--- src/rtl/maze_pkg.sv ---
// Shared maze definitions: move encodings, grid geometry, executor states and move helpers.
// Pure declarations; no timing or flow control of its own.
package maze_pkg;

  localparam logic [3:0] UP    = 4'b0001;
  localparam logic [3:0] DOWN  = 4'b0010;
  localparam logic [3:0] LEFT  = 4'b0100;
  localparam logic [3:0] RIGHT = 4'b1000;

  localparam int GRID_DIM = 10;

  localparam logic [3:0] START_ROW = 4'd9;
  localparam logic [3:0] START_COL = 4'd0;
  localparam logic [3:0] END_ROW   = 4'd0;
  localparam logic [3:0] END_COL   = 4'd9;

  typedef enum logic [1:0] {
    IDLE,
    ISSUE,
    DONE,
    ERROR
  } exec_state_t;

  // True when dir is a legal one-hot move that keeps (row, col) inside 0..last.
  function automatic logic move_ok(input logic [3:0] dir, input logic [3:0] row,
                                   input logic [3:0] col, input logic [3:0] last);
    case (dir)
      UP:      move_ok = (row != 4'd0);
      DOWN:    move_ok = (row < last);
      LEFT:    move_ok = (col != 4'd0);
      RIGHT:   move_ok = (col < last);
      default: move_ok = 1'b0;
    endcase
  endfunction

  function automatic logic [7:0] step_pos(input logic [3:0] dir, input logic [3:0] row,
                                          input logic [3:0] col);
    logic [3:0] r;
    logic [3:0] c;
    r = row;
    c = col;
    case (dir)
      UP:      r = row - 4'd1;
      DOWN:    r = row + 4'd1;
      LEFT:    c = col - 4'd1;
      RIGHT:   c = col + 4'd1;
      default: ;
    endcase
    step_pos = {r, c};
  endfunction

endpackage

--- src/rtl/path_executor_if.sv ---
// Bundle between the backtrace stage / rover controller and the path executor.
// master drives path writes, control and move_ready; slave returns move handshake and status.
interface path_executor_if;
  logic       path_write_en;
  logic [6:0] path_write_index;
  logic [3:0] path_write_data;
  logic [6:0] path_length;
  logic       backtrace_done;
  logic       abort;
  logic       move_ready;
  logic       move_valid;
  logic [3:0] move_dir;
  logic [3:0] rover_row;
  logic [3:0] rover_col;
  logic [6:0] move_count;
  logic       exec_busy;
  logic       exec_done;
  logic       exec_error;

  modport master (
    output path_write_en, path_write_index, path_write_data, path_length,
           backtrace_done, abort, move_ready,
    input  move_valid, move_dir, rover_row, rover_col, move_count,
           exec_busy, exec_done, exec_error
  );

  modport slave (
    input  path_write_en, path_write_index, path_write_data, path_length,
           backtrace_done, abort, move_ready,
    output move_valid, move_dir, rover_row, rover_col, move_count,
           exec_busy, exec_done, exec_error
  );
endinterface

--- src/rtl/path_ram.sv ---
// Path move buffer: DEPTH x 4, synchronous write, combinational read, contents not reset.
// Writes at or beyond DEPTH are dropped; out-of-range reads return 0000.
module path_ram #(
  parameter int DEPTH = 100
) (
  input  logic       clk,
  input  logic       wr_en,
  input  logic [6:0] wr_addr,
  input  logic [3:0] wr_data,
  input  logic [6:0] rd_addr,
  output logic [3:0] rd_data
);
  localparam logic [6:0] DEPTH_L = 7'(DEPTH);

  logic [3:0] mem [DEPTH];

  always_ff @(posedge clk) begin
    if (wr_en && (wr_addr < DEPTH_L)) mem[wr_addr] <= wr_data;
  end

  assign rd_data = (rd_addr < DEPTH_L) ? mem[rd_addr] : 4'b0000;
endmodule

--- src/rtl/path_executor.sv ---
// Replays a stored path as valid/ready moves and tracks the rover; move valid one cycle after done rises.
// Holds move_dir while move_ready is low; one move per clock while ready is held.
module path_executor #(
  parameter int GRID_DIM   = 10,
  parameter int PATH_DEPTH = 100
) (
  input logic            clk,
  input logic            rst,
  path_executor_if.slave bus
);
  import maze_pkg::*;

  localparam logic [3:0] LAST    = 4'(GRID_DIM - 1);
  localparam logic [6:0] DEPTH_L = 7'(PATH_DEPTH);

  exec_state_t state, state_nxt;
  logic [6:0]  len, len_nxt, idx, idx_nxt, cnt, cnt_nxt;
  logic [3:0]  row, row_nxt, col, col_nxt, dir, dir_nxt;
  logic        vld, vld_nxt, busy, busy_nxt, done, done_nxt, err, err_nxt;
  logic        done_q;
  logic [6:0]  rd_addr;
  logic [3:0]  rd_data;
  logic [7:0]  pos_nxt;

  path_ram #(.DEPTH(PATH_DEPTH)) u_ram (
    .clk     (clk),
    .wr_en   (bus.path_write_en),
    .wr_addr (bus.path_write_index),
    .wr_data (bus.path_write_data),
    .rd_addr (rd_addr),
    .rd_data (rd_data)
  );

  // Lookahead read: the move after the one currently presented.
  assign rd_addr = (state == IDLE) ? 7'd0 : idx + 7'd1;
  assign pos_nxt = step_pos(dir, row, col);

  always_comb begin
    state_nxt = state;
    len_nxt   = len;
    idx_nxt   = idx;
    cnt_nxt   = cnt;
    row_nxt   = row;
    col_nxt   = col;
    dir_nxt   = dir;
    vld_nxt   = vld;
    busy_nxt  = busy;
    done_nxt  = done;
    err_nxt   = err;
    if (bus.abort) begin
      state_nxt = IDLE;
      vld_nxt   = 1'b0;
      busy_nxt  = 1'b0;
      done_nxt  = 1'b0;
      err_nxt   = 1'b0;
    end else begin
      case (state)
        IDLE: begin
          if (bus.backtrace_done && !done_q) begin
            len_nxt = bus.path_length;
            idx_nxt = 7'd0;
            cnt_nxt = 7'd0;
            row_nxt = START_ROW;
            col_nxt = START_COL;
            if (bus.path_length == 7'd0) begin
              state_nxt = DONE;
              done_nxt  = 1'b1;
            end else if ((bus.path_length > DEPTH_L) ||
                         !move_ok(rd_data, START_ROW, START_COL, LAST)) begin
              state_nxt = ERROR;
              err_nxt   = 1'b1;
            end else begin
              state_nxt = ISSUE;
              vld_nxt   = 1'b1;
              busy_nxt  = 1'b1;
              dir_nxt   = rd_data;
            end
          end
        end
        ISSUE: begin
          if (vld && bus.move_ready) begin
            row_nxt = pos_nxt[7:4];
            col_nxt = pos_nxt[3:0];
            cnt_nxt = cnt + 7'd1;
            idx_nxt = idx + 7'd1;
            if (idx + 7'd1 == len) begin
              state_nxt = DONE;
              vld_nxt   = 1'b0;
              busy_nxt  = 1'b0;
              done_nxt  = 1'b1;
            end else if (!move_ok(rd_data, pos_nxt[7:4], pos_nxt[3:0], LAST)) begin
              state_nxt = ERROR;
              vld_nxt   = 1'b0;
              busy_nxt  = 1'b0;
              err_nxt   = 1'b1;
            end else begin
              dir_nxt = rd_data;
            end
          end
        end
        DONE, ERROR: begin
          if (!bus.backtrace_done) begin
            state_nxt = IDLE;
            done_nxt  = 1'b0;
            err_nxt   = 1'b0;
          end
        end
        default: state_nxt = IDLE;
      endcase
    end
  end

  always_ff @(posedge clk or posedge rst) begin
    if (rst) begin
      state  <= IDLE;
      len    <= 7'd0;
      idx    <= 7'd0;
      cnt    <= 7'd0;
      row    <= START_ROW;
      col    <= START_COL;
      dir    <= 4'b0000;
      vld    <= 1'b0;
      busy   <= 1'b0;
      done   <= 1'b0;
      err    <= 1'b0;
      done_q <= 1'b0;
    end else begin
      state  <= state_nxt;
      len    <= len_nxt;
      idx    <= idx_nxt;
      cnt    <= cnt_nxt;
      row    <= row_nxt;
      col    <= col_nxt;
      dir    <= dir_nxt;
      vld    <= vld_nxt;
      busy   <= busy_nxt;
      done   <= done_nxt;
      err    <= err_nxt;
      done_q <= bus.backtrace_done;
    end
  end

  assign bus.move_valid = vld;
  assign bus.move_dir   = dir;
  assign bus.rover_row  = row;
  assign bus.rover_col  = col;
  assign bus.move_count = cnt;
  assign bus.exec_busy  = busy;
  assign bus.exec_done  = done;
  assign bus.exec_error = err;
endmodule

--- src/flat_wrapper.sv ---
// flat-port wrapper written by rule: the top's interface ports become plain ports
module path_executor_flat import maze_pkg::*;
#(
  parameter int GRID_DIM   = 10,
  parameter int PATH_DEPTH = 100
)
  (clk, rst, bus_path_write_en, bus_path_write_index, bus_path_write_data, bus_path_length, bus_backtrace_done, bus_abort, bus_move_ready, bus_move_valid, bus_move_dir, bus_rover_row, bus_rover_col, bus_move_count, bus_exec_busy, bus_exec_done, bus_exec_error);
  path_executor_if bus_i ();
  input logic clk;
  input logic rst;
  input wire logic [$bits(bus_i.path_write_en)-1:0] bus_path_write_en;
  input wire logic [$bits(bus_i.path_write_index)-1:0] bus_path_write_index;
  input wire logic [$bits(bus_i.path_write_data)-1:0] bus_path_write_data;
  input wire logic [$bits(bus_i.path_length)-1:0] bus_path_length;
  input wire logic [$bits(bus_i.backtrace_done)-1:0] bus_backtrace_done;
  input wire logic [$bits(bus_i.abort)-1:0] bus_abort;
  input wire logic [$bits(bus_i.move_ready)-1:0] bus_move_ready;
  output wire logic [$bits(bus_i.move_valid)-1:0] bus_move_valid;
  output wire logic [$bits(bus_i.move_dir)-1:0] bus_move_dir;
  output wire logic [$bits(bus_i.rover_row)-1:0] bus_rover_row;
  output wire logic [$bits(bus_i.rover_col)-1:0] bus_rover_col;
  output wire logic [$bits(bus_i.move_count)-1:0] bus_move_count;
  output wire logic [$bits(bus_i.exec_busy)-1:0] bus_exec_busy;
  output wire logic [$bits(bus_i.exec_done)-1:0] bus_exec_done;
  output wire logic [$bits(bus_i.exec_error)-1:0] bus_exec_error;
  assign bus_i.path_write_en = bus_path_write_en;
  assign bus_i.path_write_index = bus_path_write_index;
  assign bus_i.path_write_data = bus_path_write_data;
  assign bus_i.path_length = bus_path_length;
  assign bus_i.backtrace_done = bus_backtrace_done;
  assign bus_i.abort = bus_abort;
  assign bus_i.move_ready = bus_move_ready;
  assign bus_move_valid = bus_i.move_valid;
  assign bus_move_dir = bus_i.move_dir;
  assign bus_rover_row = bus_i.rover_row;
  assign bus_rover_col = bus_i.rover_col;
  assign bus_move_count = bus_i.move_count;
  assign bus_exec_busy = bus_i.exec_busy;
  assign bus_exec_done = bus_i.exec_done;
  assign bus_exec_error = bus_i.exec_error;
  path_executor #(.GRID_DIM(GRID_DIM), .PATH_DEPTH(PATH_DEPTH)) u_core (.clk(clk), .rst(rst), .bus(bus_i));
endmodule
--- config.mk ---
export PLATFORM = sky130hd
export DESIGN_NAME = path_executor_flat
export DESIGN_NICKNAME = d
export VERILOG_FILES = /design/src/rtl/maze_pkg.sv /design/src/rtl/path_executor_if.sv /design/src/rtl/path_ram.sv /design/src/rtl/path_executor.sv /design/src/flat_wrapper.sv
export SDC_FILE = /design/constraint.sdc
export NUM_CORES = 1
export LEC_CHECK = 0
export CAP_MARGIN = 0
export CELL_PAD_IN_SITES_DETAIL_PLACEMENT = 1
export CELL_PAD_IN_SITES_GLOBAL_PLACEMENT = 1
export CORE_UTILIZATION = 45
export CTS_CLUSTER_DIAMETER = 50
export DETAILED_ROUTE_END_ITERATION = 12
export DONT_BUFFER_PORTS = 1
export GPL_TIMING_DRIVEN = 0
export PLACE_DENSITY_LB_ADDON = 0.1
export REMOVE_ABC_BUFFERS = 1
export SYNTH_ARGS = -nofsm -noshare
export SYNTH_HDL_FRONTEND = slang
export SYNTH_SLANG_ARGS = --single-unit
--- constraint.sdc ---
create_clock -name clk -period 3.38 [get_ports clk]
set_input_delay 0.169 -clock clk [delete_from_list [all_inputs] [get_ports clk]]
set_output_delay 0.169 -clock clk [all_outputs]
set_load 0.02 [all_outputs]
# Word level (Yosys, flattened, before mapping)
# Memory sizes are Yosys's and may differ from the RTL's.
# Cells that the tools add are included.
op_classes:
  n_addsub: 6
  order_cmp: 5
  eq_ne: 29
  n_mux: 66
  bitwise_logic: 1
  n_reduce_logical: 21
op_table:
  columns: ["cell", "count"]
  rows:
  - ["4-bit 2-to-1 mux", 11]
  - ["4-bit case mux with 2 select lines", 5]
  - ["1-bit 2-to-1 mux", 31]
  - ["7-bit 2-to-1 mux", 4]
  - ["7-bit case mux with 2 select lines", 2]
  - ["3-bit != test, second input constant", 8]
  - ["2-bit 2-to-1 mux", 8]
  - ["7-bit by 1-bit adder with 7-bit output, second input constant", 2]
  - ["7-bit less-than comparator, second input constant", 2]
  - ["4-bit by 1-bit adder with 4-bit output, second input constant", 2]
  - ["4-bit by 1-bit equality test with 1-bit output, second input constant", 2]
  - ["4-bit by 2-bit equality test with 1-bit output, second input constant", 2]
  - ["4-bit by 3-bit equality test with 1-bit output, second input constant", 2]
  - ["4-bit equality test, second input constant", 2]
  - ["4-bit less-than comparator, second input constant", 2]
  - ["2-bit != test, second input constant", 4]
  - ["4-bit AND reduction", 2]
  - ["8-bit AND reduction", 1]
  - ["4-bit nonzero test", 2]
  - ["4-bit by 1-bit subtractor with 4-bit output, second input constant", 2]
  - ["7-bit equality test", 1]
  - ["7-bit > comparator, second input constant", 1]
  - ["7-bit logical NOT", 1]
  - ["7-bit AND reduction", 1]
  - ["20 further kinds", 28]
totals:
  register_bits: 39
  mem_bits_rw: 400
  input_bits: 24
  out_inout_bits: 23
  wordCells: 140
  memories: 1
memory_table:
  columns: ["memory", "depth", "word_bits", "read_ports", "rd_clocked_by_memory_dff", "write_ports", "line", "text"]
  rows:
  - ["u_core.u_ram.mem", 100, 4, 1, 0, 1, "path_ram.sv:15", "logic [3:0] mem [DEPTH];"]

# Depth between registers and ports, before layout
depth:
  ltp_word: 18
  ltp_mapped: 16
  mapped_depth_nobuf: 13

# Modules after synthesis
# From an unflattened synthesis, not the netlist that was laid out.
hier_totals:
  hier_cells: 1114
  hier_area_um2: 18591.6
by_module_without_submodules:
  columns: ["module", "n_inst", "cells_each", "area_per_inst_um2"]
  rows:
  - ["path_ram", 1, 835, 16004.1]
  - ["path_executor", 1, 279, 2587.5]

# Worst setup path before layout
# OpenSTA, ideal clock, no wires.
synth_timing:
  path_kind: "register to register"
  from: "register u_core.dir[0], in the netlist u_core.bus.move_dir[0]"
  to: "register u_core.dir[1], in the netlist u_core.bus.move_dir[1]"
  setup_ns: 0.128
  t_arrival_ns: 3.428
  t_required_ns: 3.252
  slack_ns: -0.176
  path_stages_with_launch: 14
  path_buffers: 0
  period_less_slack_ns: 3.556
  path_cell_list: "dfrtp_1 -> nand2b_1 -> or3_1 -> ha_1 -> a21o_1 -> a21oi_1 -> mux2_2 -> nor3_1 -> xnor2_1 -> nand2_1 -> and4bb_1 -> o41ai_2 -> o22ai_2 -> mux2_1"
synth_via:
  elab_chain_cells: 10
  word_cells_on_any_way: 17
  classes_between: "2 x order compare; 5 x eq/ne; 7 x mux; 3 x reduce/logical"
synth_lines:
  columns: ["item", "line", "text"]
  rows:
  - ["from (decl)", "path_executor.sv:18", "logic [3:0] row, row_nxt, col, col_nxt, dir, dir_nxt;"]
  - ["from (signal assigned)", "path_executor.sv:134", "dir <= dir_nxt;"]
  - ["4-bit equality test, or another cell as far along", "maze_pkg.sv:42", "case (dir)"]
  - ["4-bit case mux with 2 select lines", "maze_pkg.sv:42", null]
  - ["4-bit less-than comparator, or another cell as far along", "maze_pkg.sv:31", "RIGHT: move_ok = (col < last);"]
  - ["1-bit case mux with 4 select lines (*)", "maze_pkg.sv:27", "case (dir)"]
  - ["1-bit 2-to-1 mux (*)", "path_executor.sv:86", "if (idx + 7'd1 == len) begin"]
  - ["1-bit 2-to-1 mux (*)", "path_executor.sv:81", "if (vld && bus.move_ready) begin"]
  - ["1-bit 2-to-1 mux (*)", "path_executor.sv:57", "case (state)"]
  - ["1-bit 2-to-1 mux (*)", "path_executor.sv:50", "if (bus.abort) begin"]
  - ["2-bit by 1-bit != test with 1-bit output (no source line) (*)", null, null]
  - ["8-bit AND reduction (no source line) (*)", null, null]
# Every way passes the cells marked *; elsewhere a longest branch is shown, timed or not. The select of a mux whose other input is x is not followed.
# A chain may end at the register's enable or synchronous reset.

# Worst setup path after layout
layout_timing:
  from: "register u_core.idx[0]"
  to: "register u_core.dir[2], in the netlist u_core.bus.move_dir[2]"
layout_via:
  elab_chain_cells: 15
  word_cells_on_any_way: 34
  classes_between: "1 x add/sub; 1 x order compare; 8 x eq/ne; 19 x mux; 4 x reduce/logical; 1 x memory"
layout_lines:
  columns: ["item", "line", "text"]
  rows:
  - ["from (decl)", "path_executor.sv:17", "logic [6:0] len, len_nxt, idx, idx_nxt, cnt, cnt_nxt;"]
  - ["from (signal assigned)", "path_executor.sv:130", "idx <= idx_nxt;"]
  - ["7-bit by 1-bit adder with 7-bit output (*)", "path_executor.sv:35, path_executor.sv:86", null]
  - ["7-bit 2-to-1 mux", "path_executor.sv:35", "assign rd_addr = (state == IDLE) ? 7'd0 : idx + 7'd1;"]
  - ["memory 100 x 4 bit / 7-bit less-than comparator (equally long branches)", null, null]
  - ["4-bit 2-to-1 mux", "path_ram.sv:21", "assign rd_data = (rd_addr < DEPTH_L) ? mem[rd_addr] : 4'b0000;"]
  - ["4-bit by 1-bit equality test with 1-bit output / 4-bit equality test (equally long branches)", "maze_pkg.sv:27", null]
  - ["2-bit OR reduction (no source line)", null, null]
  - ["1-bit 2-to-1 mux", "maze_pkg.sv:27", null]
  - ["1-bit 2-to-1 mux", "path_executor.sv:65", "if (bus.path_length == 7'd0) begin"]
  - ["1-bit 2-to-1 mux", "path_executor.sv:59", "if (bus.backtrace_done && !done_q) begin"]
  - ["1-bit 2-to-1 mux", "path_executor.sv:57", null]
  - ["1-bit 2-to-1 mux", "path_executor.sv:50", null]
  - ["1-bit logical NOT", "path_executor.sv:69", "!move_ok(rd_data, START_ROW, START_COL, LAST)) begin"]
  - ["1-bit logical OR", "path_executor.sv:68", "end else if ((bus.path_length > DEPTH_L) ||"]
  - ["2-bit != test (no source line)", null, null]
  - ["8-bit AND reduction (no source line)", null, null]
# Marked as above.

==> metrics.log <==
INFO  metric floorplan.die.width = 209 um
INFO  metric regToRegStartpoint = u_core.idx[0]
INFO  metric timing_hold_violations_final = 4
INFO  metric clkLatencyLatePin = 0.59 ns
INFO  metric cts.reportedPaths.clkPinSlew = 0.06 ns
INFO  metric filler_cells_inserted = 3992
INFO  metric seq_area_frac_synth = 0.676
INFO  metric synth_enable_flop_cells = 400
INFO  metric synth_largest_type_area_fraction = 0.625
INFO  metric holdCritStartpoint = bus_abort
INFO  metric setup_total_negative_slack = -5.48 ns
INFO  metric multiInputGateArea = 0.00646 mm^2
INFO  metric dpl.cell_count = 1861
INFO  metric setup_viol_count_final = 7
INFO  metric detailedPlacementHpwl = 33.1 mm
INFO  metric root_buffer = sky130_fd_sc_hd__clkbuf_16
INFO  metric final_nets = 1519
INFO  metric postSynthRegisterBits = 439
INFO  metric gp_routability_congestion = 0.830
INFO  metric core_region_area = 0.0420 mm^2
INFO  metric drt_wl_total = 63.7 mm
INFO  metric max-slew-margin-rel = 0.0436
INFO  metric via_count = 13100
INFO  metric setup.worst_path.start = u_core.idx[0]
INFO  metric synth-async-reset-ratio = 0.0888
INFO  metric synth.top_cells.by_area = sky130_fd_sc_hd__edfxtp_1 (63%), sky130_fd_sc_hd__dfrtp_1 (4.8%), sky130_fd_sc_hd__nor2_1 (2.9%), sky130_fd_sc_hd__nand2_1 (2.6%), sky130_fd_sc_hd__o22ai_1 (2.0%)
INFO  metric remaining_drc_errors = 0
INFO  metric ys.flop_type = sky130_fd_sc_hd__edfxtp_1
INFO  metric wire_per_inst = 30.9 um
INFO  metric via_count_of_the_first_global_routing_pass = 13500
INFO  metric grtUsageTotal = 0.297
INFO  metric worst-endpoint-required = 3.85 ns
INFO  metric cap_viol_max_count = 0
INFO  metric post_drt_via_cell_ratio = 6.36
INFO  metric max_clock_freq = 237 MHz
INFO  metric std_cell_rows = 75
INFO  metric worst_setup_path_end_kind = register
INFO  metric grt_pass1_wl = 93.4 mm
INFO  metric numCtsBuffers = 51
INFO  metric chipHeight = 209 um
INFO  metric clkSinkCount = 439
INFO  metric vdd_drop_max = 0.594 mV
INFO  metric grt-ovfl-total = 0
INFO  metric setup.worst_path.start_class = register
INFO  metric worst_r2r_end = u_core.bus.move_dir[2]
INFO  metric area_growth_from_synthesis_to_layout = 21.6%
INFO  metric number_of_antenna_violations_at_the_first_check_in_global_routing = 0
INFO  metric arrival = 4.68 ns
INFO  metric yosys_warnings = 0
INFO  metric final-instance-count-excl-fill = 2066
INFO  metric postSynthAreaPerCell = 13.7 um^2
INFO  metric sequential_standard_cell_area = 0.0130 mm^2
INFO  metric post-synth-top-area-cell = sky130_fd_sc_hd__edfxtp_1
INFO  metric synthesis.instances = 1402
INFO  metric timing.final.crit_share = 1.25
INFO  metric inserted_diodes = 0
INFO  metric cts_tree = done
INFO  metric die_area = 0.0435 mm^2
INFO  metric cts_max_level = 2
INFO  metric worst-setup-path-type = register to register
INFO  metric num_io_pins = 47
INFO  metric clock_tree.buffer_depth = 3
INFO  metric route.antenna.remaining_nets = 0
INFO  metric drive_above_1_share = 0.229
INFO  metric start_util = 0.457
INFO  metric layout_min_cycle_time = 4.21 ns
INFO  metric failed_checks = hold timing, setup timing
INFO  metric synth_common_cells = sky130_fd_sc_hd__edfxtp_1 (400), sky130_fd_sc_hd__nor2_1 (149), sky130_fd_sc_hd__nand2_1 (131)
INFO  metric destination_of_the_critical_timing_path = u_core.bus.move_dir[2]
INFO  metric port_buffers = 0
INFO  metric drt-pass1-iter-count = 5
INFO  metric finalClockSkew = 0.0140 ns
INFO  metric leakage = 7.68 nW
INFO  metric whs = -0.00512 ns
INFO  metric synthesis.area = 0.0192 mm^2
INFO  metric ys_types = 102
INFO  metric worst-r2r-setup-slack = -0.83 ns
INFO  metric largest_net_degree_at_the_start_of_global_routing = 101
INFO  metric synth.most_common_cell = sky130_fd_sc_hd__edfxtp_1
INFO  metric worst_pin_slew = 1.43 ns
INFO  metric layout_setup_ws = -0.832 ns
INFO  metric worstPathMaxFanout = 9
INFO  metric pwr_density_cell = 765 mW/mm^2
INFO  metric run_status = finished with violations
INFO  metric count_of_final_max_slew_check_failures = 0
INFO  metric worstRegToRegCells = 17
INFO  metric rsz_0062_raised_after_global_routing = yes
INFO  metric pre_cts_slack = -3.28 ns
INFO  metric util_after_layout = 0.556
INFO  metric hp_class = input pin to register
INFO  metric drt-initial-drc-count = 1313
==> report_power, final <==
group,total (mW),switching (mW),internal [mW],leakage (nW)
Combinational,6.16,3.55,2.61,2.81
Sequential,6.39,0.322,6.07,4.10
Clock,5.31,2.23,3.08,0.765
==> routing by layer <==
layer  vias to the layer above  global-route usage  part of all wire  wire [um]
met4                         0               0.111             0.033       2080
li1                       5632                   -                 -          -
met5                         -                   0                 0          0
met3                       120              0.0481             0.077       4940
met2                       597               0.476              0.47      30300
met1                      6795               0.408              0.42      26500
==> kinds of logic after synthesis <==
group / Yosys count / synth area share
XOR/XNOR: 24 / 0.0119
AO/OA/AOI/OAI: 302 / 0.113
multiplexers: 83 / 0.0554
AND/OR/NAND/NOR: 443 / 0.109
flip-flops: 439 / 0.676
buffers and inverters: 103 / 0.0292
adder cells (fa/ha/maj): 8 / 0.00599
==> area by class of cell <==
| class | instances | share of cell area |
|---|---|---|
| clock inverter | 32 | 0.0103 |
| multi-input combinational | 866 | 0.277 |
| inverter | 13 | 0.00321 |
| tap | 539 | 0.0289 |
| sequential | 439 | 0.556 |
| timing repair buffer | 116 | 0.0665 |
| clock buffer | 61 | 0.0580 |
==> layout by cell type (no fill, tap or decap), types with 10 or more instances in the layout <==
| master | synthesis | routed |
|---|---|---|
| sky130_fd_sc_hd__nor2_1 | 149 | 147 |
| sky130_fd_sc_hd__nand2_1 | 131 | 128 |
| sky130_fd_sc_hd__buf_4 | 13 | 59 |
| sky130_fd_sc_hd__mux2i_1 | 35 | 32 |
| sky130_fd_sc_hd__nor3_1 | 44 | 38 |
| sky130_fd_sc_hd__xor2_1 | 14 | 13 |
| sky130_fd_sc_hd__nand3b_1 | 10 | 10 |
| sky130_fd_sc_hd__o22ai_1 | 60 | 56 |
| sky130_fd_sc_hd__buf_12 | 0 | 14 |
| sky130_fd_sc_hd__dlygate4sd3_1 | 0 | 12 |
| sky130_fd_sc_hd__o21ai_0 | 37 | 29 |
| sky130_fd_sc_hd__mux2_2 | 28 | 27 |
| sky130_fd_sc_hd__dfrtp_1 | 37 | 33 |
| sky130_fd_sc_hd__a21oi_1 | 34 | 31 |
| sky130_fd_sc_hd__edfxtp_1 | 400 | 400 |
| sky130_fd_sc_hd__buf_16 | 0 | 12 |
| sky130_fd_sc_hd__buf_6 | 7 | 10 |
| sky130_fd_sc_hd__nand2b_1 | 16 | 15 |
| sky130_fd_sc_hd__a31oi_1 | 16 | 16 |
| sky130_fd_sc_hd__mux4_2 | 14 | 14 |
| sky130_fd_sc_hd__nor2b_1 | 28 | 27 |
| sky130_fd_sc_hd__clkbuf_16 | 0 | 54 |
| sky130_fd_sc_hd__a211oi_2 | 0 | 11 |
| sky130_fd_sc_hd__a211oi_1 | 32 | 20 |
| sky130_fd_sc_hd__nand3_1 | 13 | 13 |
| sky130_fd_sc_hd__clkinv_1 | 0 | 15 |
| sky130_fd_sc_hd__inv_1 | 12 | 11 |
==> worst min-delay path by stage <==
stage / end / cells after the start / slack, ns
final: u_core.len[3] / 4 / -0.005
after floorplan: u_core.done_q / 0 / 0.20
after detailed placement: u_core.done_q / 0 / 0.20
after CTS: u_core.len[3] / 4 / 0.002
after global placement: u_core.done_q / 0 / 0.20
after global routing: u_core.u_ram.mem[27][2] / 1 / 0.02
==> worst max-delay path, stage by stage, from the launching register on <==
cell	delay, ns
sky130_fd_sc_hd__dfrtp_4	0.52
sky130_fd_sc_hd__buf_16	0.15
sky130_fd_sc_hd__ha_4	0.24
sky130_fd_sc_hd__buf_4	0.15
sky130_fd_sc_hd__buf_12	0.13
sky130_fd_sc_hd__buf_16	0.15
sky130_fd_sc_hd__buf_12	0.13
sky130_fd_sc_hd__a211oi_1	0.26
sky130_fd_sc_hd__a221oi_2	0.09
sky130_fd_sc_hd__o21ai_1	0.37
sky130_fd_sc_hd__a21oi_2	0.13
sky130_fd_sc_hd__nor4_4	0.46
sky130_fd_sc_hd__nor2_4	0.10
sky130_fd_sc_hd__buf_4	0.16
sky130_fd_sc_hd__o41ai_4	0.24
sky130_fd_sc_hd__o41ai_4	0.17
sky130_fd_sc_hd__o22ai_4	0.27
sky130_fd_sc_hd__mux2_4	0.33
==> stage by stage <==
stage / area (um^2) / hold slack [ns] / power [mW]
3_3_place_gp: 19400 / 0.201 / 10.2
4_1_cts: 23000 / 0.00224 / 17.6
3_5_place_dp: 19600 / 0.201 / 10.5
5_1_grt: 23400 / 0.0182 / 18.4
6_report: 23400 / -0.00512 / 17.9
2_1_floorplan: 18700 / 0.200 / 9.02
==> registers in the layout, indices dropped and copies added (netlist names) <==
signal / cells
u_core.idx: 7
u_core.bus.move_dir: 4
u_core.done_q: 1
u_core.u_ram.mem: 400
u_core.bus.exec_error: 1
u_core.bus.rover_col: 4
u_core.bus.move_valid: 1
u_core.bus.exec_done: 1
u_core.state: 2
u_core.bus.rover_row: 4
u_core.len: 7
u_core.bus.move_count: 7
==> what timing repair did <==
item                       in CTS  in global routing
hold endpoints to repair      457                  0
setup endpoints to repair       9                  9
setup buffers                  62                 18
cloned                         15                  1
hold buffers                   16                  0
resized for setup             134                 30
pin swaps                      38                 20
Note: power is estimated with default switching activity, not from simulation.
